## src/rtl/link_frame_deframer.sv

```systemverilog
// link_frame_deframer
//   Receive-side deframer for the RHS2116 coax link. Consumes the decoded bit
//   stream from the Manchester decoder, hunts for SYNC_WORD, extracts 32-bit
//   payload words (MSB first), optionally checks a CRC-8 (poly 0x07, init 0,
//   over payload only), and reports lock / error status.
//
//   Build option: define FRAME_CRC_EN for 48-bit frames with a CRC byte;
//   leave it undefined for 40-bit frames (crc_err_count tied to 0).
//
// Ports
//   clk_sys        in   system clock
//   rst_n          in   async active-low reset
//   rx_bit         in   decoded bit
//   rx_bit_valid   in   rx_bit qualifier, one bit accepted per cycle
//   data_out       out  last good payload word (held between pulses)
//   data_valid     out  one-cycle pulse, data_out is new
//   locked         out  frame alignment established
//   frame_count    out  emitted frames, wraps
//   crc_err_count  out  CRC failures, saturating
//   sync_err_count out  flywheel sync mismatches, saturating
module link_frame_deframer #(
  parameter logic [7:0] SYNC_WORD   = 8'hD5,
  parameter int         LOCK_FRAMES = 2,
  parameter int         LOSS_FRAMES = 3
) (
  input  logic        clk_sys,
  input  logic        rst_n,
  input  logic        rx_bit,
  input  logic        rx_bit_valid,
  output logic [31:0] data_out,
  output logic        data_valid,
  output logic        locked,
  output logic [7:0]  frame_count,
  output logic [7:0]  crc_err_count,
  output logic [7:0]  sync_err_count
);
  typedef enum logic [1:0] {HUNT, PAYLOAD, CRC, SYNC_CHK} state_t;
  state_t state, state_nx;

  logic [7:0]  hunt_sr, fld_sr;   // fld_sr collects the CRC byte and flywheel sync byte
  logic [31:0] pay_sr;
  logic [4:0]  bit_cnt;
  logic        sync_ok;
  logic [3:0]  good_cnt, miss_cnt;

  logic [7:0]  hunt_shift, fld_shift;
  logic [31:0] pay_shift, word;
  logic        last8, last32, lose;
  logic        frame_end, sync_hit, sync_miss;
  logic        crc_ok, crc_bad, frame_good;
  logic [3:0]  good_inc, miss_inc;

  assign hunt_shift = {hunt_sr[6:0], rx_bit};
  assign fld_shift  = {fld_sr[6:0], rx_bit};
  assign pay_shift  = {pay_sr[30:0], rx_bit};
  assign last8      = (bit_cnt == 5'd7);
  assign last32     = (bit_cnt == 5'd31);
  assign good_inc   = (good_cnt == 4'hF) ? good_cnt : good_cnt + 4'd1;
  assign miss_inc   = miss_cnt + 4'd1;
  assign lose       = (miss_inc >= 4'(LOSS_FRAMES));

`ifdef FRAME_CRC_EN
  logic [7:0] crc_calc, crc_next;
  // Bit-serial CRC-8, MSB-first feed; crc_calc holds the full payload CRC by
  // the time the CRC byte is being received.
  assign crc_next = {crc_calc[6:0], 1'b0} ^ ((crc_calc[7] ^ rx_bit) ? 8'h07 : 8'h00);
  assign crc_ok   = (fld_shift == crc_calc);
  assign word     = pay_sr;
`else
  assign crc_ok   = 1'b1;
  assign word     = pay_shift;   // frame ends on the last payload bit itself
`endif
  assign frame_good = frame_end & sync_ok & crc_ok;
  assign crc_bad    = frame_end & sync_ok & ~crc_ok;

  always_comb begin
    state_nx  = state;
    frame_end = 1'b0;
    sync_hit  = 1'b0;
    sync_miss = 1'b0;
    if (rx_bit_valid) begin
      case (state)
        HUNT:    if (hunt_shift == SYNC_WORD) state_nx = PAYLOAD;
        PAYLOAD: if (last32) begin
`ifdef FRAME_CRC_EN
          state_nx = CRC;
`else
          frame_end = 1'b1;
          state_nx  = SYNC_CHK;
`endif
        end
`ifdef FRAME_CRC_EN
        CRC:     if (last8) begin
          frame_end = 1'b1;
          state_nx  = SYNC_CHK;
        end
`endif
        SYNC_CHK: if (last8) begin
          if (fld_shift == SYNC_WORD) begin
            sync_hit = 1'b1;
            state_nx = PAYLOAD;
          end else begin
            sync_miss = 1'b1;
            state_nx  = lose ? HUNT : PAYLOAD;
          end
        end
        default: state_nx = HUNT;
      endcase
    end
  end

  always_ff @(posedge clk_sys or negedge rst_n) begin
    if (!rst_n) begin
      state          <= HUNT;
      hunt_sr        <= '0;
      fld_sr         <= '0;
      pay_sr         <= '0;
      bit_cnt        <= '0;
      sync_ok        <= 1'b0;
      good_cnt       <= '0;
      miss_cnt       <= '0;
      locked         <= 1'b0;
      data_out       <= '0;
      data_valid     <= 1'b0;
      frame_count    <= '0;
      sync_err_count <= '0;
    end else begin
      state      <= state_nx;
      data_valid <= frame_good;
      if (rx_bit_valid) begin
        case (state)
          HUNT: begin
            hunt_sr <= hunt_shift;
            bit_cnt <= '0;
            if (state_nx == PAYLOAD) sync_ok <= 1'b1;
          end
          PAYLOAD: begin
            pay_sr  <= pay_shift;
            bit_cnt <= bit_cnt + 5'd1;   // wraps 31->0 for the next field
          end
          default: begin
            fld_sr  <= fld_shift;
            bit_cnt <= last8 ? 5'd0 : bit_cnt + 5'd1;
          end
        endcase
        if (sync_hit) sync_ok <= 1'b1;
        if (sync_miss) begin
          sync_ok  <= 1'b0;
          good_cnt <= '0;
          if (sync_err_count != 8'hFF) sync_err_count <= sync_err_count + 8'd1;
          if (lose) begin
            miss_cnt <= '0;
            locked   <= 1'b0;
            hunt_sr  <= '0;
          end else begin
            miss_cnt <= miss_inc;
          end
        end
        if (frame_good) begin
          data_out    <= word;
          frame_count <= frame_count + 8'd1;
          good_cnt    <= good_inc;
          miss_cnt    <= '0;
          if (good_inc >= 4'(LOCK_FRAMES)) locked <= 1'b1;
        end
        if (crc_bad) good_cnt <= '0;
      end
    end
  end

`ifdef FRAME_CRC_EN
  always_ff @(posedge clk_sys or negedge rst_n) begin
    if (!rst_n) begin
      crc_calc      <= '0;
      crc_err_count <= '0;
    end else if (rx_bit_valid) begin
      if (state == PAYLOAD)        crc_calc <= crc_next;
      else if (state_nx == PAYLOAD) crc_calc <= '0;   // fresh CRC for each payload
      if (crc_bad && crc_err_count != 8'hFF) crc_err_count <= crc_err_count + 8'd1;
    end
  end
`else
  assign crc_err_count = 8'h00;
`endif

endmodule

```

## config.mk

```make
export PLATFORM = sky130hd
export DESIGN_NAME = link_frame_deframer
export DESIGN_NICKNAME = d
export VERILOG_FILES = /design/src/rtl/link_frame_deframer.sv
export SDC_FILE = /design/constraint.sdc
export NUM_CORES = 1
export LEC_CHECK = 0
export BUFFER_PORTS_ARGS = -buffer_cell sky130_fd_sc_hd__buf_2
export CORE_MARGIN = 3
export CORE_UTILIZATION = 36
export DETAILED_ROUTE_END_ITERATION = 7
export GPL_TIMING_DRIVEN = 0
export PLACE_DENSITY_LB_ADDON = 0.1
export SYNTH_ARGS = -nofsm -noshare
export SYNTH_HDL_FRONTEND = slang
export SYNTH_SLANG_ARGS = --single-unit
```

## constraint.sdc

```tcl
create_clock -name clk_sys -period 3.1 [get_ports clk_sys]
set_input_delay 0.465 -clock clk_sys [delete_from_list [all_inputs] [get_ports clk_sys]]
set_output_delay 0.465 -clock clk_sys [all_outputs]
set_load 0.005 [all_outputs]
```

Word level (Yosys, flattened, before mapping)

Cells that the tools add are included.
Widths: inputs -> output; s select.

Add/sub/neg operators: 5
$mul: 0
Div/mod/pow operators: 0
$lt $le $gt $ge: 2
Equal/unequal tests: 9
Shifts and indexed selects: 0
Muxes and demuxes: 37
Bitwise logic cells: 2
Reductions and logical operators: 11

Operator list:

| kind                | number |
|---|---|
| $mux 4              | 6 |
| $mux 8              | 3 |
| $mux 1              | 21 |
| $add 8x1->8 const B | 2 |
| $eq 8x8->1 const B  | 2 |
| $pmux 5 s2          | 1 |
| $add 4x1->4 const B | 2 |
| $ge 4x2->1 const B  | 2 |
| $mux 2              | 4 |
| $ne 8x8->1 const B  | 1 |
| $reduce_and 2->1    | 4 |
| $pmux 2 s3          | 1 |
| $reduce_and 3->1    | 2 |
| $reduce_bool 3->1   | 2 |
| $add 5x1->5 const B | 1 |
| $eq 5x3->1 const B  | 1 |
| $eq 5x5->1 const B  | 1 |
| $mux 5              | 1 |
| $eq 2x1->1 const B  | 2 |
| $eq 4x4->1 const B  | 1 |
| $eq 2x2->1 const B  | 1 |
| $logic_not 2->1     | 1 |
| $reduce_bool 2->1   | 1 |
| $reduce_or 2->1     | 1 |
| other kinds (2)     | 2 |

Register bits: 112
Bits in latches: 0
Bits in writable memories: 0
Memory bits (read-only): 0
Bits of input ports: 4
Output and inout bits: 58
Logic and storage cells: 79
Memories: 0

Logic depth before layout (Yosys ltp)

Word-level depth: 12
Mapped depth: 9
Gate-level depth less buffers: 8

Worst setup path after synthesis

OpenSTA, ideal clock, no wires.

Kind: reg-to-reg
From: reg bit_cnt[0]
To: reg good_cnt[3]
Setup time: 0.130 ns
Data arrival time: 1.753 ns
Data required time: 2.970 ns
Slack: 1.217 ns
Cell stages (with the launch flop): 10
Path buffers: 1
Period minus slack after synthesis: 1.883 ns
Path through: dfrtp_1 > ha_1 > and3_1 > ha_1 > and4b_1 > nand2_2 > inv_2 > buf_4 > a41oi_1 > nor3_1

Longest elaborated chain between the ends: 7
Elaborated cells on any way between the ends: 12
Classes of those cells: eq/ne (2); mux (7); bitwise (1); reduce/logical (2)

RTL lines:

| item                               | line | RTL |
|---|---|---|
| start, declared                    | 42   | `logic [4:0] bit_cnt;` |
| start signal, assigned             | 139  | `bit_cnt <= bit_cnt + 5'd1;` |
| start signal, assigned             | 143  | `bit_cnt <= last8 ? 5'd0 : bit_cnt + 5'd1;` |
| $eq 5x5->1                         | 57   | `assign last32 = (bit_cnt == 5'd31);` |
| $mux 1                             | 84   | `PAYLOAD: if (last32) begin` |
| $mux 1                             | 82   | `case (state)` |
| $mux 1                             | 81   | `if (rx_bit_valid) begin` |
| $and 1x1->1                        | --   |  |
| $reduce_bool 2->1 (no source line) | --   |  |
| $reduce_and 2->1 (no source line)  | --   |  |
| end signal, assigned               | 162  | `good_cnt <= good_inc;` |
| end, declared                      | 44   | `logic [3:0] good_cnt, miss_cnt;` |

Several ways; a longest one is shown, not always the timed one.
A chain may end at the register's enable or synchronous reset.

Worst setup path in the final report

Ends and elaborated chain as after synthesis.

==> flow_metrics.py <==
metrics = {
    "finish": {
        "nets": 502,
        "drive_above_1_share_pct": 28.1,
        "syn_to_final_growth_pct": 17.8,
        "most-common-layout-cells": "111 x nand2_1, 111 x dfrtp_1, 59 x buf_2, 42 x mux2_2, 18 x nor2_1",
        "utilization_pct": 43.8,
        "diodes": 0,
        "fillCellCount": 1231,
    },
    "logic_synthesis": {
        "ys_top_cells_by_area": "dfrtp_1 58%, mux2_2 10%, nand2_1 8.8%",
        "yosysTopAreaCell": "dfrtp_1",
        "synthCells": 418,
        "syn_avg_cell_area_um2": 11.4,
        "synth-seq-cells": 111,
        "ys_types": 49,
        "synth_edf_count": 0,
        "yosys_warnings": 0,
        "synth_top_area_share_pct": 58.5,
        "synthFlopType": "dfrtp_1",
        "async_reset_ff_share_pct": 100,
        "syn_area_um2": 4750,
        "ys_seq_area_share_pct": 58.5,
    },
    "die": {
        "core_region_area_um2": 12800,
        "die_width_um": 121,
        "ios": 62,
        "initial_utilization_pct": 37.2,
        "dieArea_um2": 14600,
        "num_rows": 41,
        "fp.dieH_um": 121,
    },
    "clock_tree": {
        "hold_buffers": 0,
        "root_buffer": "clkbuf_16",
        "cts_tree": "yes",
        "cts_buffer_depth": 2,
        "worstSkewPairLatency_ns": 0.34,
        "cts.reportedPaths.clkPinSlew_ns": 0.07,
        "post_cts_resized": 0,
        "clock-sinks": 111,
        "numCtsBuffers": 9,
        "post-cts-setup-buffer-count": 0,
        "htree_levels": 3,
    },
    "global_route": {
        "grtUsageTotal_pct": 13.1,
        "overflow": 0,
        "antenna_found_initial": 0,
        "grt_pass1_vias": 3069,
        "grt_max_degree": 80,
        "grt_pass1_wl_mm": 15.2,
    },
    "critical_path": {
        "worstSetupEndpointType": "flip-flop",
        "worstSetupPathType": "flip-flop to flip-flop",
        "start_kind": "flip-flop",
        "critPathMaxFanout": 10,
        "worstPathRequired_ns": 3.33,
        "cp.arrival_ns": 2.37,
    },
    "place": {
        "dp_hpwl_mm": 6.29,
        "io_buffers": 53,
        "place_ws_ns": 0.929,
        "gp_congestion": 0.782,
    },
    "timing": {
        "finalHoldViolations": 3,
        "setup_viol": 0,
        "rsz0062_at_grt": "false",
        "layout_setup_ws_ns": 0.956,
        "period_minus_slack_ns": 2.14,
        "fin_skew_ns": 0.0113,
        "period_share_pct": 69.2,
        "relSlewSlack_pct": 65.5,
        "tightest_slew_ns": 0.516,
        "fmax_mhz": 466,
        "slew_viol_final": 0,
        "finalSetupTns_ns": 0,
        "hold_slack_ns": -0.00327,
    },
    "status": {
        "status": "finished with violations",
        "violations": "negative hold slack",
    },
    "drt": {
        "vias": 3084,
        "routedWlPerCell_um": 13.7,
        "finalWirelength_mm": 9.13,
        "vias_per_cell": 4.62,
        "drc": 0,
        "drt_pass1_iterations": 4,
        "drt_iter0_drc": 197,
        "antenna_left": 0,
    },
    "power": {
        "ir_drop_uv": 240,
        "power_per_cell_area_nw_per_um2": 531,
        "p_leak_nw": 3.05,
    },
    "worst_hold_path": {
        "hp-class": "input pin to async pin",
    },
    "job": {
        "max_cap_viol_count": 0,
    },
}
-- cells by family (layout without fill, tap and decap cells) --
| kind of cell | Yosys count | in the layout | synth area share [%] |
|---|---|---|---|
| compound gates | 28 | 28 | 4.03 |
| buf+inv | 30 | 100 | 3.82 |
| simple gates | 178 | 178 | 17.7 |
| flops | 111 | 111 | 58.5 |
| fa+ha+maj | 8 | 8 | 2.11 |
| xor+xnor | 12 | 12 | 2.21 |
| other cells | 1 | 8 | 0.0789 |
| mux | 50 | 50 | 11.6 |
-- stage by stage --
stage,instances,power (mW),cell area (um^2)
3_5_place_dp,651,1.84,5290
6_report,667,2.97,5600
3_3_place_gp,650,1.84,5260
5_1_grt,667,3.11,5600
2_1_floorplan,425,1.76,4780
4_1_cts,667,3.02,5600
-- routing by layer --
layer / routed length (um) / global-route usage (%) / part of all wire (%)
met3: 340 / 2.33 / 3.7
met2: 4050 / 18.9 / 44
met1: 4560 / 19.2 / 50
met5: 0 / 0 / 0
met4: 187 / 5.95 / 2.0
-- path summary, 6_finish.rpt --
check	from	to	slack, ns	cells past startpoint
worst min register to register	frame_count[7]	frame_count[7]	0.47	1
max in group asynchronous	rst_n	fld_sr[5]	2.42	2
worst max-delay path	bit_cnt[0]	good_cnt[3]	0.96	9
min in group clk_sys	rx_bit	data_out[0]	0.40	3
worst min-delay path	rst_n	data_out[26]	-0.003	1
worst max register to register	bit_cnt[0]	good_cnt[3]	0.96	9
-- worst max-delay path, stage by stage, from the launching register on --
cell and delay (ns):
dfrtp_1 0.40, ha_1 0.24, and3_1 0.19, ha_1 0.19, and4b_1 0.20, nand2_2 0.21
inv_2 0.13, buf_4 0.20, a41oi_1 0.22, nor3_1 0.06
-- report_power, final --
| part | leakage (nW) | switching [mW] | internal (mW) |
|---|---|---|---|
| Sequential | 1.52 | 0.0474 | 1.52 |
| Clock | 0.148 | 0.522 | 0.637 |
| Combinational | 1.39 | 0.133 | 0.114 |
| Total | 3.05 | 0.702 | 2.27 |
-- synthesized netlist by cell type (2+ instances only) --
master     instances
mux2_2            42
o31ai_1            2
xnor2_1            6
and3_1             7
o21ai_0            5
nand4_1            5
or3_1              2
buf_2              7
a21oi_1            7
ha_1               8
clkbuf_1           2
nand4bb_1          2
o2bb2ai_1          2
and4b_1            3
nand4b_1           3
nor2_1            18
inv_1              5
nand3_1            7
dfrtp_1          111
a31oi_1            3
xor2_1             6
nand2_1          111
buf_1              2
buf_4             10
and3b_1            2
buf_6              3
nor4b_1            2
mux2i_1            8
nor3_1             7
-- state kept, by name, summed over array words and instances, names as in the netlist --
| name | cells |
|---|---|
| good_cnt | 4 |
| state | 2 |
| hunt_sr | 7 |
| fld_sr | 7 |
| miss_cnt | 4 |
| bit_cnt | 5 |
| frame_count | 8 |
| pay_sr | 31 |
| data_out | 32 |
| sync_err_count | 8 |
| sync_ok | 1 |
| locked | 1 |
| data_valid | 1 |
-- area by class of cell --
class | count | area [um^2] | share of cell area (%)
flip-flops and latches | 111 | 2780 | 49.6
multi-input cells | 284 | 1820 | 32.5
repair buffers | 54 | 299 | 5.34
clock buffers | 13 | 280 | 5.01
well taps | 172 | 215 | 3.84
plain buffers | 24 | 159 | 2.84
clock inverters | 3 | 25.0 | 0.447
inverters | 6 | 22.5 | 0.402
Note: power is estimated with default switching activity, not from simulation.
